### src/rtl/regread_port_arbiter_if.sv
// Shared register-file read port bundle between the requesters/regfile side
// (master) and the read-port arbiter (slave).
interface regread_port_arbiter_if #(
  parameter int unsigned WIDTH = 64
);
  localparam int unsigned NREQ = 4;
  localparam int unsigned AW   = 5;
  localparam int unsigned IDW  = 2;

  logic [NREQ-1:0]         req;
  logic [NREQ-1:0][AW-1:0] addr;
  logic [NREQ-1:0]         gnt;
  logic [AW-1:0]           rf_sel;
  logic [WIDTH-1:0]        rf_data;
  logic                    rsp_valid;
  logic [IDW-1:0]          rsp_id;
  logic [WIDTH-1:0]        rsp_data;

  modport master (
    output req, addr, rf_data,
    input  gnt, rf_sel, rsp_valid, rsp_id, rsp_data
  );

  modport slave (
    input  req, addr, rf_data,
    output gnt, rf_sel, rsp_valid, rsp_id, rsp_data
  );
endinterface

### src/rtl/regread_port_arbiter.sv
// Two-stage arbiter for one shared 32-entry register-file read port.
// Stage A picks a requester and drives the read mux select; stage B captures
// the mux output one cycle later. Fixed 2-cycle latency, one grant per cycle.
// Build option: define REGRD_ROUNDROBIN_EN for round-robin arbitration;
// otherwise fixed priority (index 0 highest) with no pointer state.
module regread_port_arbiter #(
  parameter int unsigned WIDTH = 64,
  parameter int unsigned NREQ  = 4
) (
  input  logic                   clk,
  input  logic                   reset_n,
  regread_port_arbiter_if.slave  bus
);

  localparam int unsigned AW  = 5;
  localparam int unsigned IDW = 2;

  // Stage A state
  logic [NREQ-1:0]  gnt_q;
  logic [AW-1:0]    rf_sel_q;
  logic [IDW-1:0]   id_a_q;
  logic             val_a_q;

  // Stage B state
  logic             rsp_valid_q;
  logic [IDW-1:0]   rsp_id_q;
  logic [WIDTH-1:0] rsp_data_q;

`ifdef REGRD_ROUNDROBIN_EN
  logic [IDW-1:0]   ptr_q;
`endif

  // Arbitration result
  logic [NREQ-1:0]  elig;
  logic [NREQ-1:0]  win_onehot;
  logic [IDW-1:0]   win_idx;
  logic [IDW-1:0]   cand;
  logic             win_found;

  // A requester granted last cycle is masked so its req drop is absorbed.
  assign elig = bus.req & ~gnt_q;

  // Winner search: fixed order 0..3, or rotated starting at ptr.
  always_comb begin
    win_found  = 1'b0;
    win_idx    = '0;
    cand       = '0;
    win_onehot = '0;
    for (int unsigned k = 0; k < NREQ; k++) begin
`ifdef REGRD_ROUNDROBIN_EN
      cand = ptr_q + IDW'(k);
`else
      cand = IDW'(k);
`endif
      if (!win_found && elig[cand]) begin
        win_found = 1'b1;
        win_idx   = cand;
      end
    end
    win_onehot[win_idx] = win_found;
  end

  // Stage A: register grant pulse, read select and owner id.
  always_ff @(posedge clk or negedge reset_n) begin
    if (!reset_n) begin
      gnt_q    <= '0;
      rf_sel_q <= '0;
      id_a_q   <= '0;
      val_a_q  <= 1'b0;
    end else begin
      gnt_q   <= win_onehot;
      val_a_q <= win_found;
      if (win_found) begin
        rf_sel_q <= bus.addr[win_idx];
        id_a_q   <= win_idx;
      end
    end
  end

`ifdef REGRD_ROUNDROBIN_EN
  // Priority pointer moves just past the last winner; holds when idle.
  always_ff @(posedge clk or negedge reset_n) begin
    if (!reset_n) begin
      ptr_q <= '0;
    end else if (win_found) begin
      ptr_q <= win_idx + IDW'(1);
    end
  end
`endif

  // Stage B: capture mux output for the transaction stage A launched.
  always_ff @(posedge clk or negedge reset_n) begin
    if (!reset_n) begin
      rsp_valid_q <= 1'b0;
      rsp_id_q    <= '0;
      rsp_data_q  <= '0;
    end else begin
      rsp_valid_q <= val_a_q;
      if (val_a_q) begin
        rsp_id_q   <= id_a_q;
        rsp_data_q <= bus.rf_data;
      end
    end
  end

  assign bus.gnt       = gnt_q;
  assign bus.rf_sel    = rf_sel_q;
  assign bus.rsp_valid = rsp_valid_q;
  assign bus.rsp_id    = rsp_id_q;
  assign bus.rsp_data  = rsp_data_q;

  // Grant is never more than one-hot; a response always follows a grant.
  a_gnt_onehot : assert property (@(posedge clk) disable iff (!reset_n)
    $onehot0(gnt_q));
  a_rsp_after_gnt : assert property (@(posedge clk) disable iff (!reset_n)
    rsp_valid_q |-> $past(val_a_q));

endmodule

### src/flat_wrapper.sv
// flat-port wrapper written by rule: the top's interface ports become plain ports
module regread_port_arbiter_flat 
#(
  parameter int unsigned WIDTH = 64,
  parameter int unsigned NREQ  = 4
)
  (clk, reset_n, bus_req, bus_addr, bus_rf_data, bus_gnt, bus_rf_sel, bus_rsp_valid, bus_rsp_id, bus_rsp_data);
  regread_port_arbiter_if #(.WIDTH(WIDTH)) bus_i ();
  input  logic clk;
  input  logic reset_n;
  input wire logic [$bits(bus_i.req)-1:0] bus_req;
  input wire logic [$bits(bus_i.addr)-1:0] bus_addr;
  input wire logic [$bits(bus_i.rf_data)-1:0] bus_rf_data;
  output wire logic [$bits(bus_i.gnt)-1:0] bus_gnt;
  output wire logic [$bits(bus_i.rf_sel)-1:0] bus_rf_sel;
  output wire logic [$bits(bus_i.rsp_valid)-1:0] bus_rsp_valid;
  output wire logic [$bits(bus_i.rsp_id)-1:0] bus_rsp_id;
  output wire logic [$bits(bus_i.rsp_data)-1:0] bus_rsp_data;
  assign bus_i.req = bus_req;
  assign bus_i.addr = bus_addr;
  assign bus_i.rf_data = bus_rf_data;
  assign bus_gnt = bus_i.gnt;
  assign bus_rf_sel = bus_i.rf_sel;
  assign bus_rsp_valid = bus_i.rsp_valid;
  assign bus_rsp_id = bus_i.rsp_id;
  assign bus_rsp_data = bus_i.rsp_data;
  regread_port_arbiter #(.WIDTH(WIDTH), .NREQ(NREQ)) u_core (.clk(clk), .reset_n(reset_n), .bus(bus_i));
endmodule
### config.mk
export PLATFORM = sky130hd
export DESIGN_NAME = regread_port_arbiter_flat
export DESIGN_NICKNAME = d
export VERILOG_FILES = /design/src/rtl/regread_port_arbiter_if.sv /design/src/rtl/regread_port_arbiter.sv /design/src/flat_wrapper.sv
export SDC_FILE = /design/constraint.sdc
export NUM_CORES = 1
export LEC_CHECK = 0
export ABC_AREA = 1
export CELL_PAD_IN_SITES_DETAIL_PLACEMENT = 0
export CELL_PAD_IN_SITES_GLOBAL_PLACEMENT = 2
export CORE_ASPECT_RATIO = 1.1
export CORE_MARGIN = 10
export CORE_UTILIZATION = 24
export DETAILED_ROUTE_END_ITERATION = 10
export PLACE_DENSITY = 0.79
export SETUP_SLACK_MARGIN = 0.3
export SLEW_MARGIN = 20
export SYNTH_ARGS = -nofsm -noshare
export SYNTH_HDL_FRONTEND = slang
export SYNTH_SLANG_ARGS = --single-unit
### constraint.sdc
create_clock -name clk -period 1.44 [get_ports clk]
set_input_delay 0.216 -clock clk [delete_from_list [all_inputs] [get_ports clk]]
set_output_delay 0.216 -clock clk [all_outputs]
set_load 0.005 [all_outputs]
==> impl_metrics.csv <==
group,metric,value,unit
run_status,status,"completed",
placed_design,dp_hpwl,7520,um
setup_path,r2r_slack,0.17,ns
pwr,power,5.98,mW
pwr,vdd_drop_max,0.689,mV
yosys,ys_types,20,
sta,min_period,1.27,ns
yosys,synth_cells,258,
layout,n_fill_cell,1298,
sta,slew_headroom,74.9,%
pwr,power.static_leakage,2.68,nW
yosys,syn_nets,348,
floorplan,io_pins,166,
detailed_routing,routedWlPerCell,16.4,um
clocking,clkTransAtPathRegs,0.06,ns
yosys,yosysWarningCount,0,
layout,final_common_cell,"clkdlybuf4s50_1",
placed_design,place.gp.congestion,0.705,
detailed_routing,first_pass_iters,4,
placed_design,place.port_buffers,165,
yosys,netlist_area,0.00327,mm^2
hold_path,hp-class,"in -> async",
sta,finalCritPeriodShare,88.5,%
clocking,clkSinkCount,79,
yosys,ys_ff_latch,79,
setup_path,worst-r2r-cell-count,4,
floorplan,die_y,142,um
layout,drive_gt1_share,34.5,%
clocking,numCtsBuffers,9,
flow_run,cap_violations,0,
setup_path,cp-end-kind,"flop",
sta,setup_viol,0,
clocking,cts-root-buf,"clkbuf_16",
detailed_routing,viasPerCell,4.00,
detailed_routing,drc_errors,0,
floorplan,placementRows,44,
sta,hold_viol_final,0,
sta,fmax,785,MHz
global_route,globalRouteOverflowTotal,0,
layout,mostFrequentLayoutCells,"clkdlybuf4s50_1, dfrtp_1, buf_2, mux2_1, nand2_1",
global_route,track_usage,10.4,%
setup_path,required,1.64,ns
global_route,antenna_found_initial,0,
floorplan,start_util,24.6,%
clocking,htree_num_levels,3,
layout,nets,534,
yosys,avgSynthCellArea,12.7,um^2
sta,setup_slack,0.166,ns
layout,syn2layout_area_growth,66.6,%
global_route,grt_pass1_vias,2642,
detailed_routing,vias,2534,
layout,fin_area,0.00545,mm^2
setup_path,critPathKind,"reg -> reg",
clocking,clockBufferDepth,2,
sta,finalMaxSlewViolations,0,
sta,rsz0062_at_grt,"yes",
detailed_routing,drt_iter0_drc,134,
floorplan,die_width,131,um
placed_design,dpl_cell_area,0.00522,mm^2
floorplan,coreArea,0.0133,mm^2
clocking,cts_tree,"built",
global_route,grt_max_degree,47,
pwr,pwr_density_cell,1100,mW/mm^2
floorplan,die_area,0.0187,mm^2
sta,skew,0.00640,ns
setup_path,cp-start-kind,"flop",
detailed_routing,drt-total-wl,10400,um
setup_path,arrival,1.48,ns
sta,tightest_slew,0.377,ns
setup_path,cp_max_fo,7,
placed_design,dpl_worst_slack,-0.174,ns
layout,antennaDiodeCount,0,
clocking,clkLatencyLatePin,0.33,ns
yosys,yosysSeqAreaShare,60.5,%
detailed_routing,antenna_left,0,
global_route,grt_pass1_wl,15500,um
flip-flops by register name, indices dropped and copies added, names as in the netlist:
name and flops:
u_core.bus.rsp_id 2, u_core.bus.rsp_valid 1, u_core.bus.gnt 4, u_core.id_a_q 2
u_core.bus.rf_sel 5, u_core.bus.rsp_data 64, u_core.val_a_q 1
repair_timing:
| action | in CTS | in global routing |
|---|---|---|
| setup buffers | 0 | 2 |
| gates resized for setup | 274 | 48 |
| hold buffers | 1 | 0 |
| setup endpoints to repair | 82 | 55 |
| gates cloned | 0 | 7 |
| endpoints found under the hold margin | 54 | 0 |
final timing paths:
kind / start / endpoint
max reg2reg: u_core.val_a_q$_DFF_PN0_ / u_core.bus.rsp_data[25]$_DFFE_PN0P_
min: reset_n / u_core.bus.rsp_data[20]$_DFFE_PN0P_
min in group clk: u_core.bus.rsp_data[48]$_DFFE_PN0P_ / u_core.bus.rsp_data[48]$_DFFE_PN0P_
min reg2reg: u_core.bus.rsp_data[48]$_DFFE_PN0P_ / u_core.bus.rsp_data[48]$_DFFE_PN0P_
max: u_core.val_a_q$_DFF_PN0_ / u_core.bus.rsp_data[25]$_DFFE_PN0P_
max in group asynchronous: reset_n / u_core.val_a_q$_DFF_PN0_
critical path, stage by stage, from the launching register on:
cell,delay (ns)
dfrtp_2,0.46
buf_12,0.17
buf_6,0.11
buf_8,0.13
mux2_4,0.29
Yosys cell counts:
| cell type | n | area share [%] |
|---|---|---|
| inv_1 | 29 | 3.3 |
| inv_2 | 3 | 0.34 |
| nand3_1 | 20 | 3.1 |
| buf_2 | 4 | 0.61 |
| a21oi_2 | 1 | 0.27 |
| o21bai_1 | 1 | 0.23 |
| buf_6 | 5 | 1.7 |
| nor2_1 | 4 | 0.46 |
| nand2_1 | 32 | 3.7 |
| dfrtp_1 | 79 | 60 |
| nand2_2 | 5 | 0.96 |
| buf_4 | 1 | 0.23 |
| nand3_2 | 1 | 0.31 |
| o21ai_0 | 1 | 0.15 |
| mux2_1 | 65 | 22 |
| inv_4 | 2 | 0.38 |
| nor2_4 | 1 | 0.34 |
| nand2_4 | 2 | 0.69 |
| nor2_2 | 1 | 0.19 |
| a21oi_1 | 1 | 0.15 |
cell families after synthesis:
logic type / count (synthesis) / share of synthesized area, %
flops: 79 / 60.5
buf+inv: 44 / 6.62
compound gates: 4 / 0.804
mux: 65 / 22.4
simple gates: 66 / 9.69
routing by layer:
| layer | track usage (%) | vias up | wire length (um) |
|---|---|---|---|
| met5 | 0 | - | 0 |
| met1 | 13.0 | 1216 | 4810 |
| met3 | 3.92 | 8 | 689 |
| li1 | - | 1204 | - |
| met4 | 3.69 | 0 | 129 |
| met2 | 16.2 | 106 | 4780 |
through the flow:
stage	TNS, ns	util (%)	instances	hold slack [ns]
after global routing	0	41.0	633	0.239
after detailed placement	-0.795	39.3	607	0.0392
after floorplan	0	-	258	-0.0796
after CTS	0	39.4	624	0.235
after global placement	-0.738	39.3	607	0.0393
final	0	41.0	633	0.256
layout make-up:
type / instances / area, um^2 / area share, %
flip-flops and latches: 79 / 1980 / 36.3
repair buffers: 185 / 1620 / 29.8
multi-input cells: 135 / 1180 / 21.7
clock buffers: 11 / 243 / 4.46
well taps: 184 / 230 / 4.23
inverters: 34 / 133 / 2.44
clock inverters: 5 / 56.3 / 1.03
report_power, final:
group          leakage (nW)  total (mW)  internal [mW]  switching [mW]
Sequential            0.925        2.54           2.43           0.106
Clock                 0.146        2.28           1.39           0.890
Combinational          1.61        1.16          0.694           0.466
Note: power is estimated with default switching activity, not from simulation.
==> edit 1: new RTL, same flow settings <==
The option `REGRD_ROUNDROBIN_EN` is turned on by a define.
--- a/src/rtl/regread_port_arbiter.sv
+++ b/src/rtl/regread_port_arbiter.sv
@@ -4,4 +4,6 @@
 // Build option: define REGRD_ROUNDROBIN_EN for round-robin arbitration;
 // otherwise fixed priority (index 0 highest) with no pointer state.
+`define REGRD_ROUNDROBIN_EN
+
 module regread_port_arbiter #(
   parameter int unsigned WIDTH = 64,
Behaviour: not the same (a bounded check fails within 4 cycles, from zero or initial values and one cycle with reset_n low).
==> edit 1 against the unedited design <==
- the flow now finishes with violations (negative setup slack)
- sequential share of layout area fell by 5.3 points
- die area grew 7.7%
- routed wire length up 25%
- largest cell class is now non-clock buffers
- sequential cell count increased by 2
- design area up 20%
- clock skew up 0.0020 ns
- synthesized area rose by 9.1%
- worst hold slack improved by 0.081 ns
- setup slack got worse by 0.46 ns
Power is not compared: it rests on default switching activity, and its combinational part moved more than twofold at a synthesized area within 25%.
==> edit 1: results (changes against the unedited design) <==
[logic_synthesis]
yosysTopAreaCell = dfrtp_1  ; unchanged
synth_warnings = 0  ; unchanged
synth_area_leaders = dfrtp_1, mux2_2, nand3_2  ; was dfrtp_1, mux2_1, nand2_1
syn_nets = 376  ; was 348
avgSynthCellArea_um2 = 12.5  ; was 12.7 um^2
synth_common_cells = dfrtp_1, mux2_2, nand2_1  ; was dfrtp_1, mux2_1, nand2_1
ys_seq_area_share_pct = 56.9  ; was 60.5%
synth.distinct_cells = 23  ; was 20

[global_route]
met3_usage_pct = 3.42  ; was 3.92%
grt_max_degree = 27  ; was 47
grt_pass1_wl_mm = 20.0  ; was 15.5 mm
grt_usage_pct = 12.7  ; was 10.4%
grt_pass1_vias = 3344  ; was 2642
use_met1_pct = 15.1  ; was 13.0%
use_met2_pct = 21.6  ; was 16.2%

[placed_design]
dpl.cell_count = 655  ; was 607
place_congestion = 0.752  ; was 0.705
dp_slack_ns = -0.463  ; was -0.174 ns
port_buffers = 165  ; unchanged
postPlaceCellArea_um2 = 5640  ; was 5220 um^2
dp_hpwl_mm = 8.57  ; was 7.52 mm

[hold_path]
hold_path_class = in2async  ; unchanged

[cells_and_area]
layout-drive-gt1-share_pct = 54.7  ; was 34.5%
largest_reg_flops = 64  ; unchanged
nFillCells = 1365  ; was 1298
fin_area_um2 = 6530  ; was 5450 um^2
final_nets = 602  ; was 534
layout.cells.non_filler = 709  ; was 633

[run_status]
violations = negative setup slack
status = finished with violations  ; was finished, final reports clean

[clock_tree]
clock_latency_ns = 0.34
postCtsSetupBuffers = 20  ; was 0
cts.repair.resized = 407  ; was 274
cts_inserted_buffers = 9  ; unchanged

[setup_path]
arrival_ns = 1.96  ; was 1.48 ns
rr_worst_depth = 15  ; was 4
critPathTopFamily = simple AND/OR/NAND/NOR gates  ; was flip-flops
reg2reg_from = u_core.ptr_q[0]$_DFFE_PN0P_  ; was u_core.val_a_q$_DFF_PN0_
slowest_delay_ns = 0.39  ; was 0.46 ns
cpMaxStageDelayCell = dfrtp_1  ; was dfrtp_2
endpoint = u_core.bus.rf_sel[2]$_DFFE_PN0P_  ; was u_core.bus.rsp_data[25]$_DFFE_PN0P_
crit_path_max_fanout = 8  ; was 7

[route]
wl_met1_mm = 5.49  ; was 4.81 mm
met3_wirelength_um = 856  ; was 689 um
vias = 3027  ; was 2534
first_pass_iters = 5  ; was 4
wl_mm = 13.0  ; was 10.4 mm
initialDrtViolationCount = 91  ; was 134
wl_met2_mm = 6.53  ; was 4.78 mm

[power_and_ir_drop]
ir_drop_uv = 1250
p_leak_nw = 3.23

[timing]
hold_ws_ns = 0.337  ; was 0.256 ns
report.final.setup_viol = 14  ; was 0
fin_worst_skew_ns = 0.00844  ; was 0.00640 ns
worst_slack_ns = -0.296  ; was 0.166 ns
worst_pin_slew_ns = 0.387  ; was 0.377 ns
setup_tns_ns = -3.15  ; was 0 ns

-- edit 1: cell count changes in the layout (fill, tap and decap cells not counted), sizes merged, moves of 2 or more --
cell / unedited run / this run
buf: 77 / 130
a21oi: 2 / 6
clkbuf: 29 / 15
clkinv: 2 / 4
nand2: 39 / 69
nand4: 0 / 3
nand3: 21 / 35
inv: 35 / 13
dfrtp: 79 / 81
-- edit 1: area by class of cell --
class / count / share of cell area, %
inverters: 11 / 0.823
well taps: 192 / 3.68
multi-input cells: 184 / 28.0
repair buffers: 225 / 32.1
clock inverters: 7 / 0.843
flip-flops and latches: 81 / 31.0
clock buffers: 9 / 3.45
-- edit 1: power by group --
part	switching, mW	total, mW	internal, mW
sequential	0.341	3.25	2.90
combinational	3.40	7.26	3.86
clock	0.978	2.16	1.19
total	4.72	12.7	7.95
-- edit 1: cells by family after synthesis --
group                  Yosys count  share of synthesized area [%]
AOI/OAI and AO/OA                6                          0.948
buffers and inverters           22                           3.44
DFF                             81                           56.9
muxes                           65                           20.5
and+or+nand+nor                112                           18.2
==> edit 2: new RTL, config.mk and constraints unchanged <==
Without the edit above. `AW` is set to 5 in 2 places; all go to 6.
--- a/src/rtl/regread_port_arbiter_if.sv
+++ b/src/rtl/regread_port_arbiter_if.sv
@@ -5,5 +5,5 @@
 );
   localparam int unsigned NREQ = 4;
-  localparam int unsigned AW   = 5;
+  localparam int unsigned AW   = 6;
   localparam int unsigned IDW  = 2;
 
--- a/src/rtl/regread_port_arbiter.sv
+++ b/src/rtl/regread_port_arbiter.sv
@@ -13,5 +13,5 @@
 );
 
-  localparam int unsigned AW  = 5;
+  localparam int unsigned AW  = 6;
   localparam int unsigned IDW = 2;
 
Interface: changed (resized bus_addr and bus_rf_sel); port bits go from 166 to 171. The function was not compared with the original's and may differ.
==> edit 2 against the unedited design <==
- critical path depth increased by 7
- non-clock buffer count increased by 15
- synthesized area up 1.8%
- routed wire length up 7.5%
- total power grew 5.3%
- sequential cell count is 1 higher
- setup slack got worse by 0.0026 ns
- design area up 5.8%
==> edit 2: results (changes against the unedited design) <==
[cells_and_area]
final_nets = 569  ; was 534
final-clk-cell-share_pct = 5.39  ; was 5.49%
buf_share_pct = 30.3  ; was 29.8%
seq_area_um2 = 2000  ; was 1980 um^2
multi_input_gates = 146  ; was 135
layout-drive-gt1-share_pct = 42.7  ; was 34.5%
nFillCells = 1305  ; was 1298
inverters = 38  ; was 34
largest_reg_flops = 64  ; unchanged
num-nonclk-buffers = 200  ; was 185
multi_input_area_um2 = 1310  ; was 1180 um^2

[setup_path]
arrival_ns = 1.49
crit_path_max_fanout = 13  ; was 7

[logic_synthesis]
avgSynthCellArea_um2 = 12.2  ; was 12.7 um^2
synth_area_leaders = dfrtp_1, mux2_2, nand2_1  ; was dfrtp_1, mux2_1, nand2_1
synth_common_cells = dfrtp_1, mux2_2, nand2_1  ; was dfrtp_1, mux2_1, nand2_1
syn_nets = 367  ; was 348
synth.cell_area_um2 = 3330  ; was 3270 um^2
ys.flop_type = dfrtp_1  ; unchanged
ys_seq_area_share_pct = 60.2  ; was 60.5%
synth.distinct_cells = 17  ; was 20
synth.area.mux_share_pct = 22.0  ; was 22.4%
synth-compound-area-share_pct = 1.02  ; was 0.804%
post_synth_fa_ha_maj_area_fraction_pct = 0  ; unchanged
synth-seq-cells = 80  ; was 79
ys_async_sr_fraction_pct = 100  ; unchanged
synth_xor_area_share_pct = 0  ; unchanged

[power_and_ir_drop]
p_leak_nw = 2.85  ; was 2.68 nW
ir_drop_uv = 450  ; was 689 uV

[global_route]
grt_pass1_wl_mm = 16.2  ; was 15.5 mm
grt_pass1_vias = 2874  ; was 2642
grt_max_degree = 51  ; was 47
grt_usage_pct = 10.8  ; was 10.4%
antenna_found_initial = 0  ; unchanged

[route]
viasPerCell = 4.02  ; was 4.00
vias = 2678  ; was 2534
wl_mm = 11.2  ; was 10.4 mm
initialDrtViolationCount = 142  ; was 134

[run_status]
status = finished, final reports clean  ; unchanged

[hold_path]
hold_path_class = in2async  ; unchanged

[placed_design]
place_congestion = 0.720  ; was 0.705
port_buffers = 170  ; was 165
dp_hpwl_mm = 8.08  ; was 7.52 mm
dpl.cell_count = 630  ; was 607
postPlaceCellArea_um2 = 5320  ; was 5220 um^2

[timing]
relSlewSlack_pct = 81.3  ; was 74.9%
report.final.setup_viol = 0  ; unchanged
fin_worst_skew_ns = 0.00579  ; was 0.00640 ns

[clock_tree]
clk_path_buf_depth = 2  ; unchanged
clock_latency_ns = 0.33  ; about the same
cts_inserted_buffers = 9  ; unchanged

## edit 2: cell types whose count changed in the layout (fill, tap and decap cells not counted), moves of 4 or more
cell / change
clkdlybuf4s50_1: +4
nand2_1: +5
mux2_2: +32
mux2_4: +7
mux2_1: -39
buf_2: -4
clkbuf_2: +4
inv_1: +5
buf_4: +10
nand3_1: +4
## edit 2: layer usage
metal / vias up / share of wire, % / track usage (%) / wire length, um
li1: 1286 / - / - / -
met1: 1285 / 43 / 12.3 / 4800
met2: 99 / 49 / 18.6 / 5520
met3: 8 / 6.2 / 3.84 / 697
met4: 0 / 1.5 / 3.82 / 169
met5: - / 0 / 0 / 0
## edit 2: metrics by stage
stage | utilization (%) | worst slack [ns] | hold WS [ns]
6_report | 42.1 | 0.163 | 0.299
5_1_grt | 42.1 | 0.0587 | 0.315
4_1_cts | 40.6 | 0.166 | 0.293
3_5_place_dp | 38.9 | -0.189 | 0.101
3_3_place_gp | 38.9 | -0.188 | 0.0983
2_1_floorplan | - | 0.242 | -0.0796
## edit 2: logic make-up (layout without fill, tap and decap cells)
logic type             count (synthesis)  after routing
muxes                                 65             65
AOI/OAI and AO/OA                      4              4
and+or+nand+nor                       76             77
buffers and inverters                 48            252
DFF                                   80             80
## edit 2: where the power goes
| part | internal [mW] | switching, mW |
|---|---|---|
| logic | 0.794 | 0.525 |
| clock network | 1.55 | 0.847 |
| registers | 2.47 | 0.120 |
| total | 4.81 | 1.49 |
## edit 2: worst paths after layout
path	to	slack (ns)	start	cells after the start
max	u_core.bus.rf_sel[2]$_DFFE_PN0P_	0.16	bus_req[3]	11
min	u_core.bus.rsp_data[53]$_DFFE_PN0P_	0.30	reset_n	2
max reg2reg	u_core.bus.rf_sel[2]$_DFFE_PN0P_	0.17	u_core.bus.gnt[0]$_DFF_PN0_	11
min reg2reg	u_core.bus.rf_sel[4]$_DFFE_PN0P_	0.49	u_core.bus.rf_sel[4]$_DFFE_PN0P_	2
max in group asynchronous	u_core.bus.rsp_data[43]$_DFFE_PN0P_	0.59	reset_n	3
min in group clk	u_core.bus.rf_sel[4]$_DFFE_PN0P_	0.49	u_core.bus.rf_sel[4]$_DFFE_PN0P_	2
## edit 2: repair_timing
| action | in CTS | in global routing |
|---|---|---|
| gates resized for setup | 284 | 62 |
| cloned | 2 | 6 |
| hold buffers | 1 | 0 |
| setup endpoints to repair | 142 | 75 |
| hold endpoints to repair | 14 | 0 |
| pin swaps | 2 | 1 |
| buffers inserted | 11 | 2 |
## edit 2: worst max-delay path: stages
cell and delay [ns]:
clkdlybuf4s50_1 0.50, inv_1 0.05, nor2_1 0.08, nand2_1 0.09, a21oi_4 0.15, buf_12 0.14
nand2_1 0.05, nand3_1 0.06, nand2_1 0.06, nand2_1 0.05, nand2_1 0.04
